==> config.mk <==
export PLATFORM = sky130hd
export DESIGN_NAME = gray_step_decoder
export DESIGN_NICKNAME = d
export VERILOG_FILES = /design/src/rtl/gray_step_decoder.sv
export SDC_FILE = /design/constraint.sdc
export NUM_CORES = 1
export LEC_CHECK = 0
export BUFFER_PORTS_ARGS = -buffer_cell sky130_fd_sc_hd__buf_2
export CAP_MARGIN = 20
export CORE_MARGIN = 2
export CORE_UTILIZATION = 40
export CTS_CLUSTER_DIAMETER = 40
export CTS_CLUSTER_SIZE = 20
export DETAILED_ROUTE_END_ITERATION = 8
export HOLD_SLACK_MARGIN = 0.06
export PLACE_DENSITY = 0.7
export RECOVER_POWER = 100
export SYNTH_ARGS = -nofsm -noshare
export SYNTH_HDL_FRONTEND = slang
export SYNTH_SLANG_ARGS = --single-unit
==> constraint.sdc <==
create_clock -name clk -period 4 [get_ports clk]
set_input_delay 0 -clock clk [delete_from_list [all_inputs] [get_ports clk]]
set_output_delay 0 -clock clk [all_outputs]
set_load 0.02 [all_outputs]
==> src/rtl/gray_step_decoder.sv <==
// ---------------------------------------------------------------------------------------------
// gray_step_decoder
//
// Takes a Gray-coded position word from an unrelated timing domain, re-times it through a
// two-flop synchroniser, decodes it to binary and classifies every change as a single step up,
// a single step down or an illegal jump. Legal steps move a wrapping position accumulator and
// raise one-cycle strobes; an illegal jump parks the block in a sticky fault until cleared.
//
// Ports:
//   clk    - rising-edge clock
//   rst_n  - asynchronous active-low reset
//   G      - Gray-coded input word (asynchronous to clk)
//   en     - sample enable; when low, state, B and POS hold
//   clr    - synchronous fault clear; returns the block to IDLE, keeps B and POS
//   B      - registered decoded binary value
//   valid  - one-cycle pulse whenever B is (re)loaded
//   up     - one-cycle pulse on a +1 step (mod 2^N)
//   down   - one-cycle pulse on a -1 step (mod 2^N)
//   err    - sticky illegal-transition flag
//   POS    - wrapping step accumulator
// ---------------------------------------------------------------------------------------------
module gray_step_decoder #(
    parameter int unsigned N = 4,
    parameter int unsigned W = 8
) (
    input  logic         clk,
    input  logic         rst_n,
    input  logic [N-1:0] G,
    input  logic         en,
    input  logic         clr,
    output logic [N-1:0] B,
    output logic         valid,
    output logic         up,
    output logic         down,
    output logic         err,
    output logic [W-1:0] POS
);

    typedef enum logic [1:0] {
        StIdle  = 2'b00,
        StTrack = 2'b01,
        StFault = 2'b10
    } state_e;

    state_e       r_state;
    state_e       w_state_nxt;

    logic [N-1:0] r_sync1;
    logic [N-1:0] r_sync2;
    logic [N-1:0] r_b;
    logic [W-1:0] r_pos;
    logic         r_valid;
    logic         r_up;
    logic         r_down;
    logic         r_err;

    logic [N-1:0] w_dec;
    logic [N-1:0] w_b_inc;
    logic [N-1:0] w_b_dec;
    logic [N-1:0] w_b_nxt;
    logic [W-1:0] w_pos_nxt;
    logic         w_valid_nxt;
    logic         w_up_nxt;
    logic         w_down_nxt;
    logic         w_err_nxt;

    // Two-flop synchroniser; runs every cycle independent of en and state.
    always_ff @(posedge clk or negedge rst_n) begin
        if (!rst_n) begin
            r_sync1 <= '0;
            r_sync2 <= '0;
        end else begin
            r_sync1 <= G;
            r_sync2 <= r_sync1;
        end
    end

    // Gray to binary: bit i is the XOR of all Gray bits at or above i. Shifting avoids a
    // self-referencing chain through w_dec.
    always_comb begin
        w_dec = '0;
        for (int i = 0; i < N; i++) begin
            w_dec[i] = ^(r_sync2 >> i);
        end
    end

    // Neighbours of the current value; carries drop off so 15+1 -> 0 and 0-1 -> 15.
    assign w_b_inc = r_b + N'(1);
    assign w_b_dec = r_b - N'(1);

    always_comb begin
        w_state_nxt = r_state;
        w_b_nxt     = r_b;
        w_pos_nxt   = r_pos;
        w_valid_nxt = 1'b0;
        w_up_nxt    = 1'b0;
        w_down_nxt  = 1'b0;
        w_err_nxt   = r_err;

        if (clr) begin
            // Clear wins over everything else this cycle; B and POS are kept.
            w_err_nxt   = 1'b0;
            w_state_nxt = StIdle;
        end else begin
            case (r_state)
                StIdle: begin
                    if (en) begin
                        w_b_nxt     = w_dec;
                        w_valid_nxt = 1'b1;
                        w_state_nxt = StTrack;
                    end
                end
                StTrack: begin
                    if (en && (w_dec != r_b)) begin
                        if (w_dec == w_b_inc) begin
                            w_b_nxt     = w_dec;
                            w_valid_nxt = 1'b1;
                            w_up_nxt    = 1'b1;
                            w_pos_nxt   = r_pos + W'(1);
                        end else if (w_dec == w_b_dec) begin
                            w_b_nxt     = w_dec;
                            w_valid_nxt = 1'b1;
                            w_down_nxt  = 1'b1;
                            w_pos_nxt   = r_pos - W'(1);
                        end else begin
                            w_err_nxt   = 1'b1;
                            w_state_nxt = StFault;
                        end
                    end
                end
                StFault: begin
                    // Parked until clr; input activity is ignored.
                    w_err_nxt = 1'b1;
                end
                default: begin
                    w_state_nxt = StIdle;
                end
            endcase
        end
    end

    always_ff @(posedge clk or negedge rst_n) begin
        if (!rst_n) begin
            r_state <= StIdle;
            r_b     <= '0;
            r_pos   <= '0;
            r_valid <= 1'b0;
            r_up    <= 1'b0;
            r_down  <= 1'b0;
            r_err   <= 1'b0;
        end else begin
            r_state <= w_state_nxt;
            r_b     <= w_b_nxt;
            r_pos   <= w_pos_nxt;
            r_valid <= w_valid_nxt;
            r_up    <= w_up_nxt;
            r_down  <= w_down_nxt;
            r_err   <= w_err_nxt;
        end
    end

    assign B     = r_b;
    assign valid = r_valid;
    assign up    = r_up;
    assign down  = r_down;
    assign err   = r_err;
    assign POS   = r_pos;

endmodule

# Word-level counts from Yosys, hierarchy flattened
# Cells that the tools add are included.
[totals] ff_bits=26 in_bits=8 out_inout_bits=16 wordCells=72
[op_classes] n_bitwise=1 eq_ne=13 muxes=32 reduce_logical=13 addsub=4
[ops] op="2-to-1 mux 1 bit" count=17
[ops] op="2-to-1 mux 4 bit" count=4
[ops] op="2-to-1 mux 8 bit" count=2
[ops] op="parity 4 bit" count=4
[ops] op="inequality test 3 bit, second input constant" count=5
[ops] op="2-to-1 mux 2 bit" count=5
[ops] op="AND reduction 5 bit" count=2
[ops] op="adder 8 x 1 -> 8 bit, second input constant" count=1
[ops] op="equality test 4 bit" count=2
[ops] op="one-hot mux 4 bit (2 select lines)" count=1
[ops] op="AND reduction 4 bit" count=2
[ops] op="subtractor 8 x 1 -> 8 bit, second input constant" count=1
[ops] op="inequality test 2 bit, second input constant" count=3
[ops] op="one-hot mux 2 bit (3 select lines)" count=1
[ops] op="adder 4 x 1 -> 4 bit, second input constant" count=1
[ops] op="inequality test 4 bit" count=1
[ops] op="one-hot mux 1 bit (2 select lines)" count=2
[ops] op="nonzero test 2 bit" count=2
[ops] op="subtractor 4 x 1 -> 4 bit, second input constant" count=1
[ops] op="nonzero test 3 bit" count=1
[ops] op="equality test 2 x 1 -> 1 bit, second input constant" count=1
[ops] op="equality test 2 bit, second input constant" count=1
[ops] op="logical NOT 2 bit" count=1
[ops] op="logical AND 1 bit" count=1
[ops] op="NOT 1 bit" count=1

# Logic depth before layout (Yosys ltp)
[depth] depth_word=7 mapped_depth=13 mapped_depth_nobuf=12

# Least setup slack after synthesis
# No wires, ideal clock.
[synth_timing] path_type="flip-flop to flip-flop" from="register r_b[1] (netlist: B[1])" to="register r_pos[6] (netlist: POS[6])" slack_ns=1.051 t_arrival_ns=2.857 setup_time_ns=0.092 path_stages_with_launch=13 period_less_slack_ns=2.949 path_buffers=1 t_required_ns=3.908 path_cell_list="dfrtp_1 > clkbuf_1 > inv_1 > ha_1 > and3_1 > o211ai_2 > ha_1 > nor2b_1 > o21ai_0 > a21boi_0 > o21a_1 > o21a_1 > o31ai_2"
[synth_between] elab_chain_cells=4 word_cells_on_any_way=9 cone_classes="add/sub (2); eq/ne (3); mux (1); reduce/logical (3)"
[synth_rtl] item="from (decl)" line_no="50" rtl="logic [N-1:0] r_b;"
[synth_rtl] item="from (signal assigned)" line_no="153" rtl="r_b <= w_b_nxt;"
[synth_rtl] item="adder 4 x 1 -> 4 bit or subtractor 4 x 1 -> 4 bit (tied branches)" line_no="88, 89"
[synth_rtl] item="equality test 4 bit (on tied branches)" line_no="115, 120"
[synth_rtl] item="nonzero test 2 bit (no line)"
[synth_rtl] item="AND reduction 4 bit (no line)"
[synth_rtl] item="to (signal assigned)" line_no="154" rtl="r_pos <= w_pos_nxt;"
[synth_rtl] item="to (decl)" line_no="51" rtl="logic [W-1:0] r_pos;"
# Several ways; a longest one is shown, not always the timed one.
# A chain may end at the register's enable or synchronous reset.

# Worst setup path after layout
[layout_timing] from="register r_sync2[3]" to="register r_pos[6] (netlist: POS[6])"
[layout_between] elab_chain_cells=4 word_cells_on_any_way=11 cone_classes="eq/ne (3); mux (1); reduce/logical (7)"
[layout_rtl] item="from (decl)" line_no="49" rtl="logic [N-1:0] r_sync2;"
[layout_rtl] item="from (signal assigned)" line_no="74" rtl="r_sync2 <= r_sync1;"
[layout_rtl] item="parity 4 bit" line_no="83" rtl="w_dec[i] = ^(r_sync2 >> i);"
[layout_rtl] item="equality test 4 bit (tied with other cells)" line_no="115" rtl="if (w_dec == w_b_inc) begin"
[layout_rtl] item="nonzero test 2 bit (no line) or logical AND 1 bit (tied branches)"
[layout_rtl] item="AND reduction 4 bit (no line)"
# Several ways; a longest one is shown, not always the timed one.

==> impl_metrics.xml <==
<?xml version="1.0" encoding="UTF-8"?>
<metrics>
  <group name="sta">
    <metric name="maxClockFrequency" unit="MHz">312</metric>
    <metric name="timing.final.hold_violations" unit="">0</metric>
    <metric name="slew_headroom" unit="">0.0856</metric>
    <metric name="final.setup_skew" unit="ps">5.59</metric>
    <metric name="fin_setup_tns" unit="ps">0</metric>
    <metric name="setup_ws" unit="ps">800</metric>
    <metric name="timing.final.setup_violations" unit="">0</metric>
    <metric name="final_min_period_over_clock_period" unit="">0.800</metric>
    <metric name="final.min_clock_period" unit="ps">3200</metric>
    <metric name="timing_worst_slew_pin_value" unit="ps">1370</metric>
    <metric name="grt_setup_unrepaired" unit="">no</metric>
    <metric name="slew_viol_final" unit="">0</metric>
  </group>
  <group name="place">
    <metric name="place_area" unit="um2">1600</metric>
    <metric name="buffer_ports.inserted" unit="">23</metric>
    <metric name="place.detailed.instances" unit="">193</metric>
    <metric name="post-dp-hpwl" unit="um">1950</metric>
    <metric name="preCtsSetupSlack" unit="ps">819</metric>
    <metric name="finalWeightedCongestion" unit="">0.715</metric>
  </group>
  <group name="yosys">
    <metric name="synth_area_leader_cell" unit="">sky130_fd_sc_hd__dfrtp_1</metric>
    <metric name="synth_warnings" unit="">0</metric>
    <metric name="synth.avg_cell_area" unit="um2">11.4</metric>
    <metric name="post_synth_instance_area" unit="um2">1440</metric>
    <metric name="post_synth_inst_count" unit="">127</metric>
    <metric name="postSynth.asyncResetShare" unit="">1.00</metric>
    <metric name="number_of_enable_type_register_cells_in_the_synthesized_netlist" unit="">0</metric>
    <metric name="netlist_top_cells_count" unit="">sky130_fd_sc_hd__dfrtp_1 (26), sky130_fd_sc_hd__inv_1 (9), sky130_fd_sc_hd__xor2_1 (9)</metric>
    <metric name="synthesized_nets" unit="">144</metric>
    <metric name="yosys_register_bits" unit="">26</metric>
    <metric name="seq_area_frac_synth" unit="">0.451</metric>
    <metric name="synthDominantCellAreaShare" unit="">0.451</metric>
    <metric name="synth_most_common_cell" unit="">sky130_fd_sc_hd__dfrtp_1</metric>
    <metric name="synth.area.top_cells" unit="">sky130_fd_sc_hd__dfrtp_1 (45%), sky130_fd_sc_hd__ha_1 (6.9%), sky130_fd_sc_hd__xor2_1 (5.5%)</metric>
    <metric name="synth-main-ff-cell" unit="">sky130_fd_sc_hd__dfrtp_1</metric>
    <metric name="synth_cell_types" unit="">39</metric>
  </group>
  <group name="critical_path">
    <metric name="critPathRequiredTime" unit="ps">4250</metric>
    <metric name="timing.critical_path.to_type" unit="">flip-flop</metric>
    <metric name="timing_worst_setup_path_type" unit="">reg -&gt; reg</metric>
    <metric name="r2r-start" unit="">r_sync2[3]$_DFF_PN0_</metric>
    <metric name="setup.reg_to_reg.worst_slack" unit="ps">800</metric>
    <metric name="timing.critical_path.from" unit="">r_sync2[3]$_DFF_PN0_</metric>
    <metric name="worst-path-max-fanout" unit="">11</metric>
    <metric name="start_kind" unit="">flip-flop</metric>
    <metric name="critical_path.reg2reg.endpoint" unit="">POS[6]$_DFFE_PN0P_</metric>
    <metric name="critical_path_arrival" unit="ps">3450</metric>
    <metric name="worst_r2r_path_depth" unit="">10</metric>
  </group>
  <group name="final_layout">
    <metric name="n_antenna_cell" unit="">0</metric>
    <metric name="stdcell_count" unit="">204</metric>
    <metric name="post_route_cells_drive_above_1_share" unit="">0.101</metric>
    <metric name="fin_nets" unit="">176</metric>
    <metric name="final_instance_area" unit="um2">1660</metric>
    <metric name="filler_cell_count" unit="">331</metric>
    <metric name="signed_area_change_from_the_synthesized_netlist_to_the_final_layout" unit="%">15.1</metric>
  </group>
  <group name="global_routing">
    <metric name="grt_start_max_net_pins" unit="">27</metric>
    <metric name="wire_length_of_the_first_global_routing_pass" unit="um">4440</metric>
    <metric name="global_route.overflow_total" unit="">0</metric>
    <metric name="groute.usage.overall" unit="">0.140</metric>
    <metric name="grt_antenna_before_repair" unit="">0</metric>
    <metric name="via_count_of_the_first_global_routing_pass" unit="">1007</metric>
  </group>
  <group name="hold_path">
    <metric name="depth_of_the_worst_hold_timing_path" unit="">2</metric>
    <metric name="hold_start" unit="">G[2]</metric>
    <metric name="holdPathEnd" unit="">r_sync1[2]$_DFF_PN0_</metric>
    <metric name="worstHoldPathType" unit="">in -&gt; reg</metric>
  </group>
  <group name="floorplan">
    <metric name="die-area" unit="um2">4110</metric>
    <metric name="floorplan.die.height" unit="um">64.1</metric>
    <metric name="std_cell_rows" unit="">21</metric>
    <metric name="floorplan.die.width" unit="um">64.1</metric>
    <metric name="core" unit="um2">3390</metric>
    <metric name="initial_core_util" unit="">0.426</metric>
    <metric name="count_of_pins_on_the_block_boundary" unit="">24</metric>
  </group>
  <group name="status">
    <metric name="result_of_the_run" unit="">completed</metric>
  </group>
  <group name="power">
    <metric name="power.leakage" unit="nW">0.773</metric>
    <metric name="vdd_drop_max" unit="mV">0.341</metric>
    <metric name="pwr_density_cell" unit="nW/um2">800</metric>
  </group>
  <group name="clocking">
    <metric name="numCtsBuffers" unit="">3</metric>
    <metric name="clock_tree_from_tritoncts" unit="">yes</metric>
    <metric name="postCtsResizedCells" unit="">0</metric>
    <metric name="cts_sinks" unit="">26</metric>
    <metric name="clock_latency" unit="ps">330</metric>
    <metric name="root_buffer_cell" unit="">sky130_fd_sc_hd__clkbuf_4</metric>
    <metric name="max-clock-path-buffers" unit="">2</metric>
    <metric name="cts_htree_levels" unit="">1</metric>
    <metric name="worst_setup_hold_path_clk_slew" unit="ps">150</metric>
  </group>
  <group name="route">
    <metric name="pre_repair_dr_iteration_count" unit="">4</metric>
    <metric name="antenna_left" unit="">0</metric>
    <metric name="detailroute.via_count" unit="">1020</metric>
    <metric name="vias_per_cell" unit="">5.00</metric>
    <metric name="routed_wirelength" unit="um">2620</metric>
    <metric name="remaining_drc_errors" unit="">0</metric>
    <metric name="drt_first_iter_violations" unit="">43</metric>
    <metric name="wl_per_cell" unit="um">12.8</metric>
  </group>
  <group name="flow_run">
    <metric name="drv.max_cap_violation_count" unit="">0</metric>
  </group>
</metrics>
==> critical path, cell delays in order (launching register included) <==
cell	delay (ps)
sky130_fd_sc_hd__dfrtp_1	520
sky130_fd_sc_hd__xor3_1	460
sky130_fd_sc_hd__and3_1	220
sky130_fd_sc_hd__o211ai_2	430
sky130_fd_sc_hd__ha_1	370
sky130_fd_sc_hd__nor2b_1	150
sky130_fd_sc_hd__o21ai_0	210
sky130_fd_sc_hd__a21boi_0	170
sky130_fd_sc_hd__o21a_1	210
sky130_fd_sc_hd__o21a_1	170
sky130_fd_sc_hd__o31ai_2	210
==> per-layer routing <==
metal / vias to the layer above / global-route usage / share of wire
li1: 498 / - / -
met1: 492 / 0.162 / 0.45
met2: 22 / 0.254 / 0.49
met3: 8 / 0.0229 / 0.031
met4: 0 / 0.0598 / 0.022
met5: - / 0 / 0
==> cells in the final DEF (no fill, tap or decap), types with 4 or more instances in the layout <==
cell type | Yosys | layout
sky130_fd_sc_hd__dfrtp_1 | 26 | 26
sky130_fd_sc_hd__clkbuf_1 | 1 | 17
sky130_fd_sc_hd__inv_1 | 9 | 9
sky130_fd_sc_hd__xor2_1 | 9 | 9
sky130_fd_sc_hd__xnor2_1 | 8 | 8
sky130_fd_sc_hd__nor2_1 | 8 | 8
sky130_fd_sc_hd__nand2_1 | 8 | 8
sky130_fd_sc_hd__ha_1 | 8 | 8
sky130_fd_sc_hd__dlygate4sd3_1 | 0 | 7
sky130_fd_sc_hd__buf_2 | 1 | 6
sky130_fd_sc_hd__nor3_1 | 4 | 4
sky130_fd_sc_hd__o21a_1 | 3 | 4
sky130_fd_sc_hd__o21ai_0 | 4 | 4
==> layout make-up <==
class / instances / area, um2 / share of cell area
Clock buffer: 4 / 36.3 / 0.0218
Inverter: 9 / 33.8 / 0.0203
Multi-Input combinational cell: 89 / 719 / 0.433
Sequential cell: 26 / 651 / 0.392
Tap cell: 46 / 57.6 / 0.0346
Timing Repair Buffer: 30 / 164 / 0.0986
==> where the power goes <==
group	leakage, nW	internal [mW]	total (mW)	switching (mW)
Clock	0.0210	0.0558	0.138	0.0822
Sequential	0.326	0.330	0.411	0.0808
Combinational	0.426	0.337	0.781	0.443
Total	0.773	0.723	1.33	0.606
==> state kept, by name, indices dropped and copies added (netlist names) <==
register	count
err	1
r_sync2	4
r_state	2
POS	8
down	1
r_sync1	4
valid	1
B	4
up	1
==> stage by stage <==
stage	hold slack, ps	util	power [mW]
finish	295	0.490	1.33
floorplan	-296	-	1.04
CTS	197	0.502	1.37
detailed placement	35.4	0.471	1.22
global route	300	0.490	1.44
global placement	25.4	0.471	1.19
==> kinds of logic after synthesis <==
logic type      synth area share
mux                       0.0607
fa+ha+maj                 0.0832
flops                      0.451
xor+xnor                   0.136
compound gates             0.133
simple gates              0.0997
buf+inv                   0.0373
==> what timing repair did <==
action	in CTS	in global routing
setup buffers	0	0
endpoints found under the hold margin	33	0
hold buffers	7	0
==> worst max path at each step <==
stage / end / slack, ps / cells past startpoint
after floorplan: POS[6]$_DFFE_PN0P_ / 1050 / 12
after global placement: POS[6]$_DFFE_PN0P_ / 930 / 11
after detailed placement: POS[6]$_DFFE_PN0P_ / 820 / 10
after CTS: POS[6]$_DFFE_PN0P_ / 780 / 10
after global routing: POS[6]$_DFFE_PN0P_ / 490 / 11
final: POS[6]$_DFFE_PN0P_ / 800 / 10
(Power assumes the default switching activity.)
